## config.mk

```make
export PLATFORM = sky130hd
export DESIGN_NAME = uart_tx_fifo_flat
export DESIGN_NICKNAME = d
export VERILOG_FILES = /design/src/rtl/uart_tx_fifo_if.sv /design/src/rtl/uart_tx_fifo.sv /design/src/flat_wrapper.sv
export SDC_FILE = /design/constraint.sdc
export NUM_CORES = 1
export LEC_CHECK = 0
export CORE_MARGIN = 3
export CORE_UTILIZATION = 55
export CTS_BUF_LIST = sky130_fd_sc_hd__clkbuf_4 sky130_fd_sc_hd__clkbuf_8
export CTS_CLUSTER_SIZE = 14
export DETAILED_ROUTE_END_ITERATION = 10
export PLACE_DENSITY = 0.73
export SLEW_MARGIN = 20
export SYNTH_ARGS = -nofsm -noshare
export SYNTH_HDL_FRONTEND = slang
export SYNTH_SLANG_ARGS = --single-unit
```

## constraint.sdc

```tcl
create_clock -name CLOCK_50M -period 6.2 [get_ports CLOCK_50M]
set_clock_uncertainty 0.2 [all_clocks]
set_input_delay 0.93 -clock CLOCK_50M [delete_from_list [all_inputs] [get_ports CLOCK_50M]]
set_output_delay 0.93 -clock CLOCK_50M [all_outputs]
set_load 0.005 [all_outputs]
```

## src/rtl/uart_tx_fifo_if.sv

```systemverilog
// Write-side handshake for uart_tx_fifo: producer drives data/valid, FIFO returns ready.
interface uart_tx_fifo_if #(
  parameter int DATA_BITS = 8
);
  logic [DATA_BITS-1:0] tx_data;
  logic                 tx_valid;
  logic                 tx_ready;

  modport master (output tx_data, output tx_valid, input tx_ready);
  modport slave  (input tx_data, input tx_valid, output tx_ready);
endinterface

```

## src/rtl/uart_tx_fifo.sv

```systemverilog
// UART transmitter with configurable frame format fed by a circular transmit FIFO.
// Frames run back to back while the FIFO holds words; TX idles high otherwise.
module uart_tx_fifo #(
  parameter int CLOCK_PER_BAUD  = 5208,
  parameter int DATA_BITS       = 8,
  parameter int PARITY_MODE     = 0,
  parameter int STOP_BITS       = 1,
  parameter int FIFO_DEPTH_LOG2 = 3
) (
  input  logic                     CLOCK_50M,
  input  logic                     RESET,
  uart_tx_fifo_if.slave            wr,
  output logic                     TX,
  output logic                     busy,
  output logic [FIFO_DEPTH_LOG2:0] fifo_count
);
  localparam int BW = $clog2(CLOCK_PER_BAUD);
  localparam logic [BW-1:0] BAUD_LAST = BW'(CLOCK_PER_BAUD - 1);
  localparam logic [3:0] BIT_LAST = 4'(DATA_BITS - 1);
  localparam logic STOP_LAST = 1'(STOP_BITS - 1);
  localparam logic ODD_PARITY = (PARITY_MODE == 1);
  localparam logic [FIFO_DEPTH_LOG2:0] FULL = {1'b1, {FIFO_DEPTH_LOG2{1'b0}}};

  typedef enum logic [2:0] {S_IDLE, S_START, S_DATA, S_PARITY, S_STOP} state_t;

  state_t r_state, w_state_next;

  logic [DATA_BITS-1:0]       r_mem [1 << FIFO_DEPTH_LOG2];
  logic [FIFO_DEPTH_LOG2-1:0] r_wr_ptr, r_rd_ptr;
  logic [FIFO_DEPTH_LOG2:0]   r_count, w_count_next;
  logic                       r_ready;
  logic [BW-1:0]              r_baud;
  logic [3:0]                 r_bit_idx;
  logic                       r_stop_idx;
  logic [DATA_BITS-1:0]       r_shift;
  logic                       r_parity;
  logic                       r_tx;

  logic                 w_push, w_pop, w_bit_end, w_tx_next;
  logic [DATA_BITS-1:0] w_head;

  assign w_head      = r_mem[r_rd_ptr];
  assign w_push      = wr.tx_valid & r_ready;
  assign w_bit_end   = (r_baud == BAUD_LAST);
  assign wr.tx_ready = r_ready;
  assign TX          = r_tx;
  assign busy        = (r_state != S_IDLE) || (r_count != '0);
  assign fifo_count  = r_count;

  always_comb begin
    w_state_next = r_state;
    w_pop        = 1'b0;
    unique case (r_state)
      S_IDLE:
        if (r_count != '0) begin
          w_pop        = 1'b1;
          w_state_next = S_START;
        end
      S_START:
        if (w_bit_end) w_state_next = S_DATA;
      S_DATA:
        if (w_bit_end && (r_bit_idx == BIT_LAST))
          w_state_next = (PARITY_MODE != 0) ? S_PARITY : S_STOP;
      S_PARITY:
        if (w_bit_end) w_state_next = S_STOP;
      S_STOP:
        if (w_bit_end && (r_stop_idx == STOP_LAST)) begin
          if (r_count != '0) begin
            w_pop        = 1'b1;
            w_state_next = S_START;
          end else begin
            w_state_next = S_IDLE;
          end
        end
      default: w_state_next = S_IDLE;
    endcase
  end

  // TX is registered; the DATA level looks one bit ahead when the shift happens at this edge.
  always_comb begin
    w_tx_next = 1'b1;
    unique case (w_state_next)
      S_START:  w_tx_next = 1'b0;
      S_DATA:   w_tx_next = (r_state == S_DATA && w_bit_end) ? r_shift[1] : r_shift[0];
      S_PARITY: w_tx_next = r_parity;
      default:  w_tx_next = 1'b1;
    endcase
  end

  always_comb begin
    w_count_next = r_count;
    unique case ({w_push, w_pop})
      2'b10:   w_count_next = r_count + 1'b1;
      2'b01:   w_count_next = r_count - 1'b1;
      default: w_count_next = r_count;
    endcase
  end

  always_ff @(posedge CLOCK_50M) begin
    if (RESET) r_state <= S_IDLE;
    else       r_state <= w_state_next;
  end

  always_ff @(posedge CLOCK_50M) begin
    if (w_push && !RESET) r_mem[r_wr_ptr] <= wr.tx_data;
  end

  always_ff @(posedge CLOCK_50M) begin
    if (RESET) begin
      r_wr_ptr   <= '0;
      r_rd_ptr   <= '0;
      r_count    <= '0;
      r_ready    <= 1'b0;
      r_baud     <= '0;
      r_bit_idx  <= '0;
      r_stop_idx <= 1'b0;
      r_shift    <= '0;
      r_parity   <= 1'b0;
      r_tx       <= 1'b1;
    end else begin
      if (w_push) r_wr_ptr <= r_wr_ptr + 1'b1;
      if (w_pop)  r_rd_ptr <= r_rd_ptr + 1'b1;
      r_count <= w_count_next;
      r_ready <= (w_count_next != FULL);
      r_tx    <= w_tx_next;
      r_baud  <= (r_state == S_IDLE || w_bit_end) ? '0 : r_baud + 1'b1;
      if (w_pop) begin
        r_shift    <= w_head;
        r_parity   <= (^w_head) ^ ODD_PARITY;
        r_bit_idx  <= '0;
        r_stop_idx <= 1'b0;
      end else if (w_bit_end) begin
        if (r_state == S_DATA) begin
          r_shift   <= r_shift >> 1;
          r_bit_idx <= r_bit_idx + 4'd1;
        end
        if (r_state == S_STOP) r_stop_idx <= ~r_stop_idx;
      end
    end
  end
endmodule
```

## src/flat_wrapper.sv

```systemverilog
// flat-port wrapper written by rule: the top's interface ports become plain ports
module uart_tx_fifo_flat 
#(
  parameter int CLOCK_PER_BAUD  = 5208,
  parameter int DATA_BITS       = 8,
  parameter int PARITY_MODE     = 0,
  parameter int STOP_BITS       = 1,
  parameter int FIFO_DEPTH_LOG2 = 3
)
  (CLOCK_50M, RESET, TX, busy, fifo_count, wr_tx_data, wr_tx_valid, wr_tx_ready);
  uart_tx_fifo_if #(.DATA_BITS(DATA_BITS)) wr_i ();
  input  logic CLOCK_50M;
  input  logic RESET;
  output logic TX;
  output logic busy;
  output logic [FIFO_DEPTH_LOG2:0] fifo_count;
  input wire logic [$bits(wr_i.tx_data)-1:0] wr_tx_data;
  input wire logic [$bits(wr_i.tx_valid)-1:0] wr_tx_valid;
  output wire logic [$bits(wr_i.tx_ready)-1:0] wr_tx_ready;
  assign wr_i.tx_data = wr_tx_data;
  assign wr_i.tx_valid = wr_tx_valid;
  assign wr_tx_ready = wr_i.tx_ready;
  uart_tx_fifo #(.CLOCK_PER_BAUD(CLOCK_PER_BAUD), .DATA_BITS(DATA_BITS), .PARITY_MODE(PARITY_MODE), .STOP_BITS(STOP_BITS), .FIFO_DEPTH_LOG2(FIFO_DEPTH_LOG2)) u_core (.CLOCK_50M(CLOCK_50M), .RESET(RESET), .wr(wr_i), .TX(TX), .busy(busy), .fifo_count(fifo_count));
endmodule
```

==> reports/results.tsv, run 1 <==
metric	value	unit
post-synthesis register bit count	109	
DR top layer	met4	
Hold Path Stages	2	
Seq/Total Area, Yosys	0.609	
cts bufs inserted	9	
Peak Freq	288	MHz
CTS clk-pin slew, worst paths	0.11	ns
prevailing post-synth register cell	edfxtp_1	
post-CTS sizing	0	
Slew @ Worst Pin	0.959	ns
hold_buf cts	0	
Die Wd	97.8	um
CP Launch Type	register	
post-synthesis cell type count	47	
drt drc	0	
Max stage delay cell, worst path	dfxtp_1	
NumNets Final	377	
Layout area overhead	10.3	%
Yosys top cell by area	edfxtp_1	
status	complete, no violations	
Hold Startpoint	u_core.r_shift[4]$_SDFFE_PP0P_	
RSZ-0062 raised after global routing	false	
Setup violations, final	0	
Worst path top cell family by delay	adder cells	
Final Hold Viols	0	
CP Capture Type	register	
initial antenna violation count	0	
Wirelength per Cell	17.2	um
Placer Congestion	0.815	
IO Count	18	
Setup CP Type	reg2reg	
first-pass GRT wire length	13.4	mm
r2r worst-path depth	13	
Synth Cell Area	4630	sq um
minimum clock period	3.47	ns
RR Endpoint	u_core.wr.tx_ready$_SDFF_PP0_	
First-pass DRT Iterations	4	
routed via count	2651	
DRT iter0 DRCs	145	
antenna viol nets, final	0	
GRT Total Usage	0.180	
CTS tree	done	
Rel. slew slack	0.357	
M1 WL	3.36	mm
Initial Util	0.581	
largest net degree at the start of global routing	37	
post-DP HPWL	5.39	mm
met2 wire len	4.20	mm
power per cell area	349	nW/um^2
Post-synth EDFFs	64	
Clock Path Buffers	2	
grt ovf	0	
synth warn	0	
worst skew pair latency	0.38	ns
Final Instance Area	5110	sq um
Clock Sinks	109	
most numerous cell in the Yosys netlist	edfxtp_1	
Total Wirelength	8.01	mm
fill count	603	
Net Count, Synth	361	
H-Tree Level Count	3	
Placement Cell Area	4910	sq um
Post-synth ARST share	0	
crit-path cells	ha_1 -> and4bb_1 -> a41o_1 -> nand3_1 -> inv_2 -> ha_1 -> xor2_1 -> ha_1 -> a21oi_1 -> xor2_1 -> nor2_1 -> xnor2_1 -> a31oi_1	
met3 wire len	362	um
vias in the first global route	2720	
Rows	32	
RR Startpoint	u_core.r_baud[0]$_SDFF_PP0_	
Synth Area per Inst	13.5	sq um
post-CTS setup buffers	0	
CTS Root Cell	clkbuf_8	
setup_tns	0	ns
Critical Path RT	6.25	ns
chip height	97.8	um
Crit path top cell by count	ha_1	
post-synthesis instance total	343	
vias per inst	5.69	
max incr delay on CP	0.41	ns
hold path endpoint	u_core.r_shift[4]$_SDFFE_PP0P_	
synth cell count leaders	64 x edfxtp_1, 45 x dfxtp_1, 38 x nor2_1, 19 x xor2_1, 18 x mux4_2	
crit path DAT	3.52	ns
layout cells sized above 1	0.140	
pre-CTS WS	2.75	ns
core area	7970	sq um
Buf+Inv Stages, Crit Path	1	
Hold WC Path Type	reg2reg	
post-synth top area share	0.415	
r2r setup slk	2.73	ns
ratio of final minimum period to clock period	0.560	
max-cap viol count	0	
Max FO, Critical Path	14	
static leakage	1.68	nW
ANT cells	0	
top post-synthesis cells by area	edfxtp_1 41%, dfxtp_1 19%, mux4_2 8.8%, xor2_1 3.6%, nor2_1 3.1%	
port bufs	17	
Final Slew Violations	0	
DIE AREA	9560	sq um
Worst Setup Slack, final	2.73	ns
Max IR drop VDD	0.177	mV
==> where the power goes <==
part           internal [W]  leakage, nW  switching [W]  total (W)
logic              0.000248        0.639       0.000227   0.000475
clock network      0.000162        0.103       0.000262   0.000424
registers          0.000824        0.943      0.0000623   0.000887
total               0.00123         1.68       0.000551    0.00179
==> cells by family after synthesis <==
| kind of cell | after synthesis | share of synthesized area |
|---|---|---|
| DFF | 109 | 0.609 |
| and+or+nand+nor | 108 | 0.120 |
| xor gates and xnor gates | 35 | 0.0692 |
| AOI/OAI and AO/OA | 32 | 0.0486 |
| muxes | 29 | 0.112 |
| buffers and inverters | 23 | 0.0216 |
| adders and majority gates | 7 | 0.0189 |
==> state kept, by name, summed over array words and instances (netlist names), 3 cells and up, named ones only <==
register	flops
u_core.r_rd_ptr	3
u_core.r_wr_ptr	3
u_core.r_baud	13
u_core.r_shift	8
u_core.r_bit_idx	4
u_core.fifo_count	4
u_core.r_mem	64
u_core.r_state	3
==> worst min-delay path, stage by stage, from the launching register on <==
cell and delay [ns]:
dfxtp_1 0.33, nand2_1 0.05, a21oi_1 0.05
==> routing by layer <==
layer / track usage / vias to the layer above
li1: - / 1303
met4: 0.0383 / 0
met5: 0 / -
met1: 0.234 / 1298
met2: 0.307 / 43
met3: 0.0479 / 7
==> final cells by class <==
cell class	instances	area (sq um)	area share
Inverter	5	18.8	0.00367
Sequential cell	109	2820	0.553
Tap cell	102	128	0.0250
Clock buffer	9	124	0.0242
Timing Repair Buffer	23	215	0.0421
Multi-Input combinational cell	211	1720	0.337
Clock inverter	7	76.3	0.0149
==> metrics by stage <==
| step | hold WS [ns] | utilization | power, W | std cells |
|---|---|---|---|---|
| CTS | 0.273 | 0.641 | 0.00181 | 466 |
| detailed placement | 0.256 | 0.616 | 0.00138 | 450 |
| global route | 0.303 | 0.641 | 0.00189 | 466 |
| finish | 0.270 | 0.641 | 0.00179 | 466 |
| floorplan | 0.236 | - | 0.00126 | 343 |
| global placement | 0.245 | 0.616 | 0.00137 | 450 |
==> cell usage in the layout, fill, tap and decap left out, drive strengths merged, types with 2 or more instances in the layout <==
cell type      instances
a21oi                  9
mux2                   2
a211oi                 3
nand3b                 5
mux4                  18
buf                    6
o21ai                  3
dfxtp                 45
clkinv                 2
a31oi                  3
clkdlybuf4s50         17
nand2                 16
nand4                  3
mux2i                  9
nor4                   2
edfxtp                64
o31ai                  2
and2                   4
and3                   2
nor2                  38
inv                   10
xnor2                 15
a22oi                  2
or2                    2
a221oi                 6
ha                     7
and4                   2
nand3                 10
nor4b                  2
xor2                  19
nor3                  10
clkbuf                 9
nor2b                  3
or3                    4
==> how the worst max path moves through the flow <==
stage                                            from                             to  slack, ns  depth (start not counted)
after floorplan           u_core.r_baud[0]$_SDFF_PP0_  u_core.wr.tx_ready$_SDFF_PP0_       3.16                         14
after global placement    u_core.r_baud[0]$_SDFF_PP0_  u_core.wr.tx_ready$_SDFF_PP0_       2.82                         13
after detailed placement  u_core.r_baud[0]$_SDFF_PP0_  u_core.wr.tx_ready$_SDFF_PP0_       2.75                         13
after CTS                 u_core.r_baud[0]$_SDFF_PP0_  u_core.wr.tx_ready$_SDFF_PP0_       2.73                         13
after global routing      u_core.r_baud[0]$_SDFF_PP0_  u_core.wr.tx_ready$_SDFF_PP0_       2.39                         13
final                     u_core.r_baud[0]$_SDFF_PP0_  u_core.wr.tx_ready$_SDFF_PP0_       2.73                         13
Power figures use the tool's default switching activity.
==> inputs of run 2 (changes only) <==
--- a/config.mk
+++ b/config.mk
@@ -10,7 +10,7 @@
 export CTS_BUF_LIST = sky130_fd_sc_hd__clkbuf_4 sky130_fd_sc_hd__clkbuf_8
 export CTS_CLUSTER_SIZE = 14
 export DETAILED_ROUTE_END_ITERATION = 10
-export PLACE_DENSITY = 0.73
+export PLACE_DENSITY = 0.76
 export SLEW_MARGIN = 20
 export SYNTH_ARGS = -nofsm -noshare
 export SYNTH_HDL_FRONTEND = slang
==> constraint.sdc (replaced) <==
create_clock -name CLOCK_50M -period 2.95 [get_ports CLOCK_50M]
set_clock_uncertainty 0.2 [all_clocks]
set_input_delay 0.4425 -clock CLOCK_50M [delete_from_list [all_inputs] [get_ports CLOCK_50M]]
set_output_delay 0.4425 -clock CLOCK_50M [all_outputs]
set_load 0.005 [all_outputs]
==> reports/results.tsv, run 2 (synthesis gave the netlist of run 1 again) <==
metric	value	unit	change
first-pass GRT wire length	13.2	mm	-0.88%
Die Wd	97.8	um	unchanged
r2r worst-path depth	13		unchanged
minimum clock period	2.73	ns	
most common cell after layout, fill and taps aside	edfxtp_1		
hold_buf cts	0		unchanged
initial antenna violation count	0		unchanged
Slew @ Worst Pin	0.496	ns	-0.463 ns
Rel. slew slack	0.666		+0.309
RR Startpoint	u_core.r_baud[0]$_SDFF_PP0_		
DRT iter0 DRCs	118		-19%
fill count	571		-5.3%
crit path DAT	2.09	ns	-1.43 ns
largest net degree at the start of global routing	33		-11%
First-pass DRT Iterations	5		+1
Clock Path Buffers	2		unchanged
Max IR drop VDD	0.354	mV	+100%
Total Wirelength	8.23	mm	+2.7%
IO Count	18		unchanged
DIE AREA	9560	sq um	unchanged
layout cells sized above 1	0.173		+0.0331
Final Hold Viols	0		unchanged
dpl cells	467		+3.8%
post-CTS setup buffers	0		unchanged
ANT cells	0		unchanged
utilization after layout	0.658		+0.0170
top flop regs	u_core.r_mem x64, u_core.r_baud x13, u_core.r_shift x8		
cts bufs inserted	9		unchanged
chip height	97.8	um	unchanged
drt drc	0		unchanged
CTS clk-pin slew, worst paths	0.11	ns	about the same
setup_tns	0	ns	unchanged
grt ovf	0		unchanged
worst skew pair latency	0.39	ns	about the same
Initial Util	0.581		unchanged
CP Capture Type	primary output		
Final Instance Area	5240	sq um	+2.6%
Peak Freq	366	MHz	
Max FO, Critical Path	2		-12
Clock Sinks	109		unchanged
Layout area overhead	13.2	%	
H-Tree Level Count	3		unchanged
CP Launch Type	register		
Setup violations, final	0		unchanged
core area	7970	sq um	unchanged
post-DP HPWL	5.68	mm	+5.4%
vias in the first global route	2646		-2.7%
vias per inst	5.65		-0.68%
Critical Path RT	2.31	ns	-3.94 ns
CTS tree	done		
Rows	32		unchanged
Critical path origin	u_core.fifo_count[0]$_SDFF_PP0_		
Top reg by flops	u_core.r_mem		
power per cell area	734	nW/um^2	+110%
routed via count	2729		+2.9%
RSZ-0062 raised after global routing	false		
CTS Root Cell	clkbuf_8		
Final Non-Filler Cells	483		+3.6%
Final Slew Violations	0		unchanged
status	complete, no violations		
ratio of final minimum period to clock period	0.927		
Setup CP Type	reg2out		
NumNets Final	394		+4.5%
port bufs	17		unchanged
Hold WC Path Type	reg2reg		
max-cap viol count	0		unchanged
most frequent cells in the layout	64 x edfxtp_1, 45 x dfxtp_1, 38 x nor2_1		
max reg flops	64		unchanged
Wirelength per Cell	17.0	um	-0.92%
Placement Cell Area	5020	sq um	+2.3%
GRT Total Usage	0.177		-0.00265
static leakage	1.78	nW	+5.5%
Placer Congestion	0.786		-3.6%
antenna viol nets, final	0		unchanged
Hold Path Stages	2		unchanged
Hold Startpoint	u_core.r_shift[4]$_SDFFE_PP0P_		
## run 2: changes by cell type in the layout (fill, tap and decap cells not counted), moves of 2 or more
cell      before  now
inv_6          2    0
clkinv_8       1    3
buf_4          6   23
nor3_2         3    0
nor3_1         7   10
## run 2: path summary, 6_finish.rpt
kind                                                        to  slack [ns]
worst max-delay path                                      busy        0.22
worst min-delay path            u_core.r_shift[4]$_SDFFE_PP0P_        0.27
worst max register to register   u_core.wr.tx_ready$_SDFF_PP0_        0.23
worst min register to register  u_core.r_shift[4]$_SDFFE_PP0P_        0.27
## run 2: routing by layer
| metal | GRT usage | vias to the layer above | share of wire |
|---|---|---|---|
| met2 | 0.285 | 50 | 0.47 |
| met3 | 0.0400 | 14 | 0.044 |
| li1 | - | 1342 | - |
| met4 | 0.0596 | 0 | 0.017 |
| met5 | 0 | - | 0 |
| met1 | 0.241 | 1323 | 0.47 |
## run 2: metrics by stage
stage	setup WS [ns]	hold WS [ns]	total power [W]
floorplan	0.0554	0.236	0.00266
global placement	0.242	0.244	0.00293
detailed placement	0.186	0.251	0.00295
CTS	0.156	0.267	0.00388
global route	0.0390	0.288	0.00406
finish	0.216	0.266	0.00385
## run 2: cell type report
class                   instances  area [sq um]  area share
repair buffers                 40           343      0.0654
flip-flops and latches        109          2820       0.538
inverters                       5          18.8     0.00358
multi-input cells             211          1710       0.326
well taps                     102           128      0.0243
clock buffers                   9           124      0.0236
clock inverters                 7          96.3      0.0184
## run 2: what timing repair did
item,in CTS,in global routing
gates resized for setup,0,1
hold endpoints to repair,0,0
setup endpoints to repair,0,1
## run 2: report_power, final
part / internal, W / switching, W
Clock: 0.000353 / 0.000579
Combinational: 0.000572 / 0.000524
Sequential: 0.00173 / 0.0000894
## run 2: critical path, stage by stage, from the launching register on
cell and delay, ns:
dfxtp_1 0.34, or4_1 0.53, or3_1 0.38, clkdlybuf4s50_1 0.46
==> inputs of run 3 (changes only) <==
--- a/config.mk
+++ b/config.mk
@@ -5,12 +5,12 @@
 export SDC_FILE = /design/constraint.sdc
 export NUM_CORES = 1
 export LEC_CHECK = 0
-export CORE_MARGIN = 3
+export CORE_MARGIN = 10
 export CORE_UTILIZATION = 55
 export CTS_BUF_LIST = sky130_fd_sc_hd__clkbuf_4 sky130_fd_sc_hd__clkbuf_8
 export CTS_CLUSTER_SIZE = 14
 export DETAILED_ROUTE_END_ITERATION = 10
-export PLACE_DENSITY = 0.76
+export PLACE_DENSITY = 0.85
 export SLEW_MARGIN = 20
 export SYNTH_ARGS = -nofsm -noshare
 export SYNTH_HDL_FRONTEND = slang
==> reports/results.tsv, run 3 (synthesis gave the netlist of run 1 again) <==
metric	value	unit	change
hold_buf cts	0		unchanged
WHS	0.271	ns	+0.00461 ns
antenna viol nets, final	0		unchanged
utilization after layout	0.633		-0.0254
Rows	33		+3.1%
GRT Total Usage	0.134		-0.0437
minimum clock period	2.70	ns	-0.0296 ns
setup_tns	0	ns	unchanged
H-Tree Level Count	3		unchanged
layout cells sized above 1	0.170		-0.00302
post-DP HPWL	5.68	mm	about the same
r2r worst-path depth	13		unchanged
Critical Path RT	3.00	ns	+0.69 ns
grt ovf	0		unchanged
Placer Congestion	0.811		+3.3%
port bufs	17		unchanged
status	complete, no violations		
hold path endpoint	u_core.r_baud[0]$_SDFF_PP0_		
NumNets Final	389		-1.3%
most frequent cells in the layout	64 x edfxtp_1, 43 x dfxtp_1, 38 x nor2_1		
Clock Sinks	109		unchanged
Top reg by flops	u_core.r_mem		
max-cap viol count	0		unchanged
ratio of final minimum period to clock period	0.917		-0.0100
DIE AREA	12500	sq um	+31%
Total Wirelength	8.25	mm	+0.35%
CTS tree	done		
Setup violations, final	0		unchanged
met1 Use GR	0.149		-0.0929
Max FO, Critical Path	6		+4
static leakage	1.74	nW	-1.8%
CTS Root Cell	clkbuf_8		
cts bufs inserted	9		unchanged
Slew @ Worst Pin	0.544	ns	+0.0479 ns
crit path DAT	2.76	ns	+0.67 ns
First-pass DRT Iterations	5		unchanged
Max IR drop VDD	0.424	mV	+20%
CP Capture Type	register		
Die Wd	112	um	+14%
Peak Freq	370	MHz	+1.1%
Initial Util	0.564		-0.0176
first-pass GRT wire length	13.6	mm	+2.8%
Rel. slew slack	0.637		-0.0294
top flop regs	u_core.r_mem x64, u_core.r_baud x13, u_core.r_shift x8		
Hold Startpoint	u_core.r_baud[0]$_SDFF_PP0_		
Clock Path Buffers	2		unchanged
max reg flops	64		unchanged
CTS clk-pin slew, worst paths	0.10	ns	about the same
r2r setup slk	0.25	ns	+0.02 ns
worst skew pair latency	0.37	ns	-0.02 ns
routed via count	2728		-0.037%
global route hottest layer	met2		
Final Slew Violations	0		unchanged
vias in the first global route	2809		+6.2%
largest net degree at the start of global routing	30		-9.1%
most common cell after layout, fill and taps aside	edfxtp_1		
power per cell area	735	nW/um^2	+0.11%
GR Layer Usage met2	0.235		-0.0492
Final Hold Viols	0		unchanged
RSZ-0062 raised after global routing	false		
RR Startpoint	u_core.r_baud[0]$_SDFF_PP0_		
RR Endpoint	u_core.wr.tx_ready$_SDFF_PP0_		
initial antenna violation count	0		unchanged
chip height	112	um	+14%
fill count	576		+0.88%
drt drc	0		unchanged
CP Launch Type	register		
Final Instance Area	5200	sq um	-0.86%
global-route track usage on met3	0.0381		-0.00189
Hold Path Stages	1		-1
Hold WC Path Type	reg2reg		
Wirelength per Cell	17.2	um	+0.77%
Setup CP Type	reg2reg		
DRT iter0 DRCs	119		+0.85%
Placement Cell Area	4990	sq um	-0.67%
Layout area overhead	12.2	%	
IO Count	18		unchanged
ANT cells	0		unchanged
core area	8220	sq um	+3.1%
vias per inst	5.67		+0.38%
[run 3: cell count changes in the layout (fill, tap and decap cells not counted), sizes merged]
cell / change
clkinv: -2
buf: -5
inv: +2
[run 3: worst max-delay path, cell delays in order, from the launching register on]
cell      delay, ns
dfxtp_2        0.38
ha_2           0.23
and4bb_1       0.22
a41o_1         0.21
nand3_1        0.12
inv_2          0.08
ha_2           0.23
xor2_1         0.09
ha_1           0.18
a21oi_1        0.15
xor2_1         0.16
nor2_1         0.06
xnor2_1        0.18
a31oi_1        0.10
[run 3: stage by stage]
step           total power, W  setup WS, ns  std cells
2_1_floorplan         0.00266        0.0554        343
3_3_place_gp          0.00291         0.225        465
3_5_place_dp          0.00295         0.138        465
4_1_cts               0.00386         0.117        481
5_1_grt               0.00404        0.0159        481
6_report              0.00382         0.245        481
[run 3: timing repair]
action	CTS	global route
resized for setup	0	4
setup endpoints to repair	0	3
setup buffers	0	0
[run 3: final cells by class]
| cell class | instances | area [sq um] | share of cell area |
|---|---|---|---|
| well taps | 105 | 131 | 0.0253 |
| repair buffers | 35 | 305 | 0.0587 |
| clock buffers | 9 | 124 | 0.0238 |
| flip-flops and latches | 109 | 2830 | 0.543 |
| inverters | 5 | 18.8 | 0.00361 |
| multi-input cells | 211 | 1710 | 0.330 |
| clock inverters | 7 | 80.1 | 0.0154 |
[run 3: worst max-delay path by stage]
stage	start	endpoint	slack (ns)	cells past startpoint
finish	u_core.r_baud[0]$_SDFF_PP0_	u_core.wr.tx_ready$_SDFF_PP0_	0.25	13
floorplan	u_core.r_baud[0]$_SDFF_PP0_	u_core.wr.tx_ready$_SDFF_PP0_	0.06	14
global placement	u_core.r_baud[0]$_SDFF_PP0_	u_core.wr.tx_ready$_SDFF_PP0_	0.23	13
global route	u_core.r_baud[0]$_SDFF_PP0_	u_core.wr.tx_ready$_SDFF_PP0_	0.02	13
CTS	u_core.r_baud[0]$_SDFF_PP0_	u_core.wr.tx_ready$_SDFF_PP0_	0.12	13
detailed placement	u_core.r_baud[0]$_SDFF_PP0_	u_core.wr.tx_ready$_SDFF_PP0_	0.14	13
[run 3: metal layers]
metal,up-vias,share of wire
met4,0,0.0056
met5,-,0
li1,1330,-
met3,2,0.050
met2,64,0.52
met1,1332,0.42
[run 3: power by group]
group	switching (W)	internal (W)
clock	0.000552	0.000345
combinational	0.000524	0.000566
sequential	0.0000993	0.00173
total	0.00118	0.00264
==> patch: new RTL, config.mk and constraints of run 3 <==
`PARITY_MODE` is set to 0 in 2 places; all go to 1.
--- a/src/rtl/uart_tx_fifo.sv
+++ b/src/rtl/uart_tx_fifo.sv
@@ -3,7 +3,7 @@
 module uart_tx_fifo #(
   parameter int CLOCK_PER_BAUD  = 5208,
   parameter int DATA_BITS       = 8,
-  parameter int PARITY_MODE     = 0,
+  parameter int PARITY_MODE     = 1,
   parameter int STOP_BITS       = 1,
   parameter int FIFO_DEPTH_LOG2 = 3
 ) (
--- a/src/flat_wrapper.sv
+++ b/src/flat_wrapper.sv
@@ -3,7 +3,7 @@
 #(
   parameter int CLOCK_PER_BAUD  = 5208,
   parameter int DATA_BITS       = 8,
-  parameter int PARITY_MODE     = 0,
+  parameter int PARITY_MODE     = 1,
   parameter int STOP_BITS       = 1,
   parameter int FIFO_DEPTH_LOG2 = 3
 )
Behaviour: no difference found for any inputs over 10 cycles, from zero or initial values and one cycle with RESET high; that may be too few to reach the edited logic, so the function may still have changed.
==> patch against run 3 <==
- cell area is 1.5% higher
- worst setup slack got worse by 0.19 ns
- critical path depth is 1 lower
- sequential cell count unchanged
- wire length rose by 1.0%
- count of clock-buffer cells in the layout up 2
- utilization grew 0.96 points
- final cell count is 0.83% lower
- synthesized area is 0.14% lower
- total power up 0.58%
- sequential share of layout area down 0.67 points
- critical path type unchanged
==> patch: results (changes against run 3) <==
[run_status]
outcome = finished clean

[yosys]
synth_xor_area_share_pct = 5.95  ; -0.96 points
synthTopCellsByArea = edfxtp_1 42%, dfxtp_1 19%, mux4_1 8.0%
synthTopCellsByCount = 64 x edfxtp_1, 45 x dfxtp_1, 36 x nor2_1
synth-adder-area-share_pct = 1.89  ; +0.0026 points
syn-num-nets = 349  ; -3.3%
synth_compound_area_share_pct = 5.03  ; +0.17 points
ys_seq_area_share_pct = 61.0  ; +0.082 points
netlist_instances = 331  ; -3.5%

[place]
dp_hpwl_um = 5420  ; -4.5%
placed_area_mm2 = 0.00499  ; +0.15%
gp_congestion = 0.746  ; -8.1%
pre_cts_ws_ns = 0.0680  ; -0.0699 ns
dp_cells = 455  ; -2.2%

[global_route]
use_met1_pct = 15.0  ; +0.12 points
grt_usage_pct = 13.0  ; -0.35 points
grt_pass1_wl_um = 13300  ; -2.4%
globalRouteMet3Util_pct = 3.22  ; -0.59 points
grt_max_degree = 28  ; -6.7%
grtUsageMet2_pct = 23.0  ; -0.51 points

[routing]
drtPass1Iterations = 4  ; -1
top_layer_used = met4
routed-wl-met3_um = 337  ; -19%
num_vias = 2737  ; +0.33%
wl_met2_um = 4230  ; -2.0%

[finish]
instances_no_fill = 477  ; -0.83%
drive_above_1_share_pct = 18.8  ; +1.8 points
nets = 385  ; -1.0%

[critical_path]
cp_max_fo = 5  ; -1
regToRegSetupSlack_ns = 0.05  ; -0.19 ns
cp_top_family = compound AO/OA/AOI/OAI gates
slowest_stage = a2111oi_4
ff2ff_path_depth = 12  ; -1
worstPathArrival_ns = 2.95  ; +0.19 ns
critPathMaxStageDelay_ns = 0.48  ; +0.10 ns

[power]
peakVddDrop_uv = 438  ; +3.3%
cellLeakagePower_nw = 1.77  ; +1.8%

[worst_hold_path]
min_from = u_core.r_shift[5]$_SDFFE_PP0P_
hold_end = u_core.r_shift[5]$_SDFFE_PP0P_
hold_path_depth = 2  ; +1

[timing]
fin_hold_ws_ns = 0.269  ; -0.00159 ns
relSlewSlack_pct = 67.9  ; +4.2 points

[cts]
cts_max_path_buffers = 2  ; unchanged

patch: worst max path at each step:
stage                                      from                            end  slack [ns]  cells after the start
floorplan           u_core.r_baud[0]$_SDFF_PP0_  u_core.wr.tx_ready$_SDFF_PP0_        0.05                     13
global placement    u_core.r_baud[3]$_SDFF_PP0_  u_core.wr.tx_ready$_SDFF_PP0_        0.15                      8
detailed placement  u_core.r_baud[3]$_SDFF_PP0_  u_core.wr.tx_ready$_SDFF_PP0_        0.07                      8
CTS                 u_core.r_baud[3]$_SDFF_PP0_  u_core.wr.tx_ready$_SDFF_PP0_        0.07                      8
global route        u_core.r_baud[7]$_SDFF_PP0_  u_core.wr.tx_ready$_SDFF_PP0_        -0.1                     11
finish              u_core.r_baud[0]$_SDFF_PP0_  u_core.wr.tx_ready$_SDFF_PP0_        0.05                     12
patch: worst reg2reg max path: cells and delay by family (launching register included):
| family | cells | cell delay (ns) |
|---|---|---|
| fa+ha+maj | 3 | 0.59 |
| compound gates | 3 | 0.71 |
| xor+xnor | 3 | 0.48 |
| simple gates | 3 | 0.47 |
| flops | 1 | 0.34 |
patch: layout make-up:
class | count | area (um2)
flip-flops and latches | 109 | 2830
multi-input cells | 205 | 1770
clock buffers | 11 | 139
well taps | 105 | 131
fillers | 602 | 2940
repair buffers | 42 | 359
clock inverters | 5 | 43.8
patch: power breakdown:
part | internal [W] | switching (W) | total [W]
clock | 0.000337 | 0.000494 | 0.000831
sequential | 0.00173 | 0.000118 | 0.00185
combinational | 0.000632 | 0.000528 | 0.00116
total | 0.00270 | 0.00114 | 0.00384
patch: repair_timing:
action                                  in CTS  in global routing
setup buffers                                0                  5
gates resized for setup                      0                 16
endpoints found under the setup margin       0                  3
